### config.mk
export PLATFORM = sky130hd
export DESIGN_NAME = seq_scan_ctrl
export DESIGN_NICKNAME = d
export VERILOG_FILES = /design/src/rtl/seq_scan_ctrl.sv
export SDC_FILE = /design/constraint.sdc
export NUM_CORES = 1
export LEC_CHECK = 0
export ABC_CLOCK_PERIOD_IN_PS = 3700
export CAP_MARGIN = 20
export CORE_MARGIN = 2
export CORE_UTILIZATION = 42
export CTS_BUF_LIST = sky130_fd_sc_hd__clkbuf_4 sky130_fd_sc_hd__clkbuf_8
export CTS_CLUSTER_SIZE = 20
export DETAILED_ROUTE_END_ITERATION = 16
export DONT_BUFFER_PORTS = 1
export GPL_TIMING_DRIVEN = 0
export SLEW_MARGIN = 40
export SYNTH_ARGS = -nofsm -noshare
export SYNTH_HDL_FRONTEND = slang
export SYNTH_SLANG_ARGS = --single-unit
export TNS_END_PERCENT = 1
### constraint.sdc
create_clock -name clk -period 3.7 [get_ports clk]
set_clock_uncertainty 0.15 [all_clocks]
set_input_delay 0.37 -clock clk [delete_from_list [all_inputs] [get_ports clk]]
set_output_delay 0.37 -clock clk [all_outputs]
set_load 0.01 [all_outputs]
### src/rtl/seq_scan_ctrl.sv
// rtl/seq_scan_ctrl.sv - serial scan controller feeding an external Mealy sequence detector
// Shifts up to eight bits MSB first, after a one-cycle detector clear, and counts hits.
module seq_scan_ctrl (
  input  logic       clk,
  input  logic       rst,
  input  logic       start,
  input  logic [7:0] data_in,
  input  logic [3:0] len,
  input  logic       det_hit,
  output logic       det_din,
  output logic       det_rst,
  output logic       busy,
  output logic       done,
  output logic [3:0] hit_cnt
);

  typedef enum logic [1:0] {
    IDLE  = 2'b00,
    CLR   = 2'b01,
    SHIFT = 2'b10,
    DONE  = 2'b11
  } state_t;

  state_t     state_q, state_d;
  logic [7:0] sreg_q, sreg_d;
  logic [3:0] cnt_q, cnt_d;
  logic [3:0] hit_cnt_q, hit_cnt_d;
  logic [3:0] len_clamped;

  assign len_clamped = (len > 4'd8) ? 4'd8 : len;

  always_ff @(posedge clk or negedge rst) begin
    if (!rst) begin
      state_q   <= IDLE;
      sreg_q    <= 8'd0;
      cnt_q     <= 4'd0;
      hit_cnt_q <= 4'd0;
    end else begin
      state_q   <= state_d;
      sreg_q    <= sreg_d;
      cnt_q     <= cnt_d;
      hit_cnt_q <= hit_cnt_d;
    end
  end

  always_comb begin
    state_d   = state_q;
    sreg_d    = sreg_q;
    cnt_d     = cnt_q;
    hit_cnt_d = hit_cnt_q;
    case (state_q)
      IDLE: begin
        if (start && (len != 4'd0)) begin
          sreg_d    = data_in;
          cnt_d     = len_clamped;
          hit_cnt_d = 4'd0;
          state_d   = CLR;
        end
      end
      CLR: begin
        state_d = SHIFT;
      end
      SHIFT: begin
        sreg_d = {sreg_q[6:0], 1'b0};
        cnt_d  = cnt_q - 4'd1;
        if (det_hit) begin
          hit_cnt_d = hit_cnt_q + 4'd1;
        end
        // A zero count can only arise from corruption; leave rather than wrap.
        if (cnt_q <= 4'd1) begin
          cnt_d   = 4'd0;
          state_d = DONE;
        end
      end
      DONE: begin
        state_d = IDLE;
      end
      default: begin
        state_d = IDLE;
      end
    endcase
  end

  assign busy    = (state_q == CLR) || (state_q == SHIFT);
  assign done    = (state_q == DONE);
  assign det_din = (state_q == SHIFT) && sreg_q[7];
  // Gated by rst directly so the detector is held cleared without waiting for a clock.
  assign det_rst = rst && (state_q != CLR);
  assign hit_cnt = hit_cnt_q;

endmodule

# [After elaboration in Yosys (flattened, before gate mapping)]
# Cells that the tools add are included.
[classes] order_cmp=2 add_sub_neg=2 reduce_logical=10 mux=12 n_eq_ne=7
[ops] operator="4-bit two-way mux" n=5
[ops] operator="4-bit case mux with 2 select lines" n=2
[ops] operator="8-bit case mux with 2 select lines" n=1
[ops] operator="8-bit two-way mux" n=1
[ops] operator="2-bit case mux with 4 select lines" n=1
[ops] operator="2-bit inequality test (second input constant)" n=3
[ops] operator="4-bit by 1-bit adder with 4-bit output (second input constant)" n=1
[ops] operator="2-bit equality test (second input constant)" n=2
[ops] operator="4-bit greater-than comparator (second input constant)" n=1
[ops] operator="4-bit by 1-bit less-or-equal comparator with 1-bit output (second input constant)" n=1
[ops] operator="2-bit two-way mux" n=2
[ops] operator="2-bit AND reduction" n=2
[ops] operator="4-bit nonzero test" n=1
[ops] operator="4-bit by 1-bit subtractor with 4-bit output (second input constant)" n=1
[ops] operator="1-bit logical AND" n=3
[ops] operator="3-bit AND reduction" n=1
[ops] operator="2-bit by 1-bit equality test with 1-bit output (second input constant)" n=1
[ops] operator="2-bit logical NOT" n=1
[ops] operator="2-bit by 1-bit inequality test with 1-bit output (second input constant)" n=1
[ops] operator="2-bit nonzero test" n=1
[ops] operator="1-bit logical OR" n=1
[word_totals] out_inout_bits=8 regBits=18 in_bits=16 elab_cells=37

# [Logic depth before layout (Yosys ltp)]
[logic_depth] ltp_word=4 ltp_mapped=7 depth_no_buf=6

# [Worst setup path after synthesis]
# No wires, ideal clock.
[synth_path] kind="register -> output" startpoint="register state_q[0]" endpoint="output det_din" slack_ps=1810 arrival_ps=1370 stages_incl_launch_ff=6 t_required_ps=3180 path_buffers=2 path_cell_list="dfrtp_1 > inv_1 > ha_1 > buf_2 > buf_2 > and2_1"
[synth_via] elab_chain_cells=2
[synth_lines] item="from (decl)" line="24" text="state_t state_q, state_d;"
[synth_lines] item="from (signal assigned)" line="39" text="state_q <= state_d;"
[synth_lines] item="2-bit equality test" line="86" text="assign det_din = (state_q == SHIFT) && sreg_q[7];"
[synth_lines] item="1-bit logical AND" line="86"
[synth_lines] item="to (decl)" line="10" text="output logic det_din,"
# Every way passes these cells.

# [Final worst setup path]
# Same ends and word-level chain as after synthesis.

==> metrics.cfg <==
[global_route]
grt_max_degree=19
overflow=0
grt_usage=0.165
antenna_found_initial=0
grt_pass1_vias=901
grt_pass1_wl_mm=4.11

[floorplan]
die_height_um=55.5
row_count=18
core_area_sq_um=2500
fp.dieArea_sq_um=3080
io_pins=24
fp.dieW_um=55.5
start_util=0.445

[layout]
fillers=254
multi_input_area_sq_um=602
area_growth_pct=7.99
fin_util=0.480
antenna_cells=0
layout_commonest_cell=nand2_1
regArea_sq_um=450
layout_common_cells=nand2_1, dfrtp_1, o21ai_0, ha_1, mux2i_1
nNetsFinal=147
drive_above_1_share=0.123
fin_cells=152

[synthesis]
synth_fp_nets=140
synth_area_per_cell_sq_um=9.59
yosysUniqueCellTypes=33
netlist_area_sq_um=1110
seq_area_frac_synth=0.405
synth_cells=116
ys.warnings.count=0
synth_seq_cells=18

[clocking]
clock_path_buffers=2
clkLatencyLatePin_ns=0.29
path_clk_slew_ns=0.11
clock_sinks=18
post-cts-setup-buffers=0
htree_levels=1
cts_tree=built
cts_made_buffers=3
cts_hold_buf=1
clockRootBuffer=clkbuf_4
cts_resized=0

[sta]
hold_violations=0
clock.fmax_mhz=408
worstMarginPinSlew_ns=0.655
fin_crit_sh=0.662
setup_viol=0
fin_setup_tns_ns=0
drv_slew=0
worst_slack_ns=1.25
layout_min_cycle_time_ns=2.45
slew_headroom=0.558
rsz0062_at_grt=false
hold_ws_ns=0.0231

[power]
combPwrFrac=0.520
powerDensity_nw_per_um2=844
irDropWorstVdd_uv=482
clockPowerShare=0.120
switching_share=0.437
p_int_uw=570
p_seq_frac=0.361
power.switching_uw=443
p_leak_nw=0.551

[place]
io_buffers=0
place_congestion=0.817
place_inst=146
dp_slack_ns=1.57
dp_hpwl_mm=1.74

[routing]
dr_total_vias=886
via_per_inst=5.83
drtAntennaViolNets=0
drt_first_pass_iters=4
wl_per_cell_um=15.5
remaining_drc_errors=0
first_iter_violations=22
wl_mm=2.36

[min_path]
hold_path.class=in -> reg

[setup_path]
worstPathArrival_ns=1.93
cp.required_ns=3.18
crit_path_start_kind=register
path_class=reg -> out
cp-end-kind=output pin
crit_fanout=10

[job]
drv_cap=0

[status]
status=finished clean

-- synth_stat cells --
master,instances,share of area
o21ai_0,9,0.040
a21o_1,1,0.0068
nor2_1,4,0.013
inv_1,6,0.020
and2_1,1,0.0056
nand4_1,2,0.011
buf_6,2,0.020
nor3_1,4,0.018
mux2i_4,1,0.020
dfrtp_1,18,0.40
a22oi_1,3,0.020
o41ai_1,1,0.0079
buf_2,3,0.013
o221ai_1,1,0.0079
nand3_1,3,0.013
o22ai_1,2,0.011
a21oi_1,2,0.0090
nor2b_1,2,0.011
o21ai_1,3,0.013
ha_1,8,0.090
a2bb2oi_1,1,0.0079
or3_1,1,0.0056
nand2_1,20,0.067
mux2i_1,7,0.063
o31ai_1,1,0.0068
nand4b_1,1,0.0079
o41a_1,1,0.010
a31oi_1,1,0.0056
mux2_2,1,0.010
mux2_1,1,0.010
o211ai_2,2,0.022
nand3b_1,2,0.013
o221a_2,1,0.010
-- cell families after synthesis --
group                    Yosys count  synth area share
AO/OA/AOI/OAI                     29             0.180
multiplexers                      10             0.103
adder cells (fa/ha/maj)            8            0.0900
flip-flops                        18             0.405
AND/OR/NAND/NOR                   40             0.168
buffers and inverters             11            0.0540
-- power groups by stage --
stage | clock, mW | combinational [mW] | sequential [mW]
after floorplan | 0 | 0.434 | 0.349
final | 0.121 | 0.527 | 0.365
after global placement | 0 | 0.508 | 0.364
after CTS | 0.129 | 0.532 | 0.366
after global routing | 0.138 | 0.601 | 0.379
after detailed placement | 0 | 0.527 | 0.370
-- per-layer routing --
metal	global-route usage	part of all wire	up-vias
met5	0	0	-
met4	0.0383	0	0
met3	0.0398	0.051	0
met2	0.287	0.49	30
met1	0.204	0.46	424
li1	-	-	432
-- sequential cells by signal (all words and copies together) (netlist names) --
signal and count:
hit_cnt 4, sreg_q 8, state_q 2, cnt_q 4
-- through the flow --
step | instance area, sq um | power [mW]
floorplan | 1110 | 0.783
detailed placement | 1150 | 0.897
finish | 1200 | 1.01
global route | 1200 | 1.12
global placement | 1150 | 0.872
CTS | 1200 | 1.03
-- cell type report --
type                    instances  area share
plain buffers                   5      0.0313
clock buffers                   4      0.0302
inverters                       6      0.0188
multi-input cells              87       0.501
flip-flops and latches         18       0.375
well taps                      30      0.0313
repair buffers                  2      0.0125
-- critical path, cell delays in order (launching register included) --
cell and delay (ns):
dfrtp_1 0.42, inv_1 0.13, ha_1 0.27, buf_2 0.31
buf_2 0.29, and2_1 0.21
-- final timing paths --
path | cells after the start | startpoint | endpoint | slack, ns
min | 1 | det_hit | hit_cnt[0] | 0.02
max in group asynchronous | 2 | rst | sreg_q[3] | 2.72
max | 5 | state_q[0] | det_din | 1.25
max reg2reg | 7 | state_q[0] | cnt_q[2] | 1.69
min in group asynchronous | 2 | rst | state_q[0] | 0.38
min reg2reg | 2 | sreg_q[7] | sreg_q[7] | 0.33
Power figures use the tool's default switching activity.
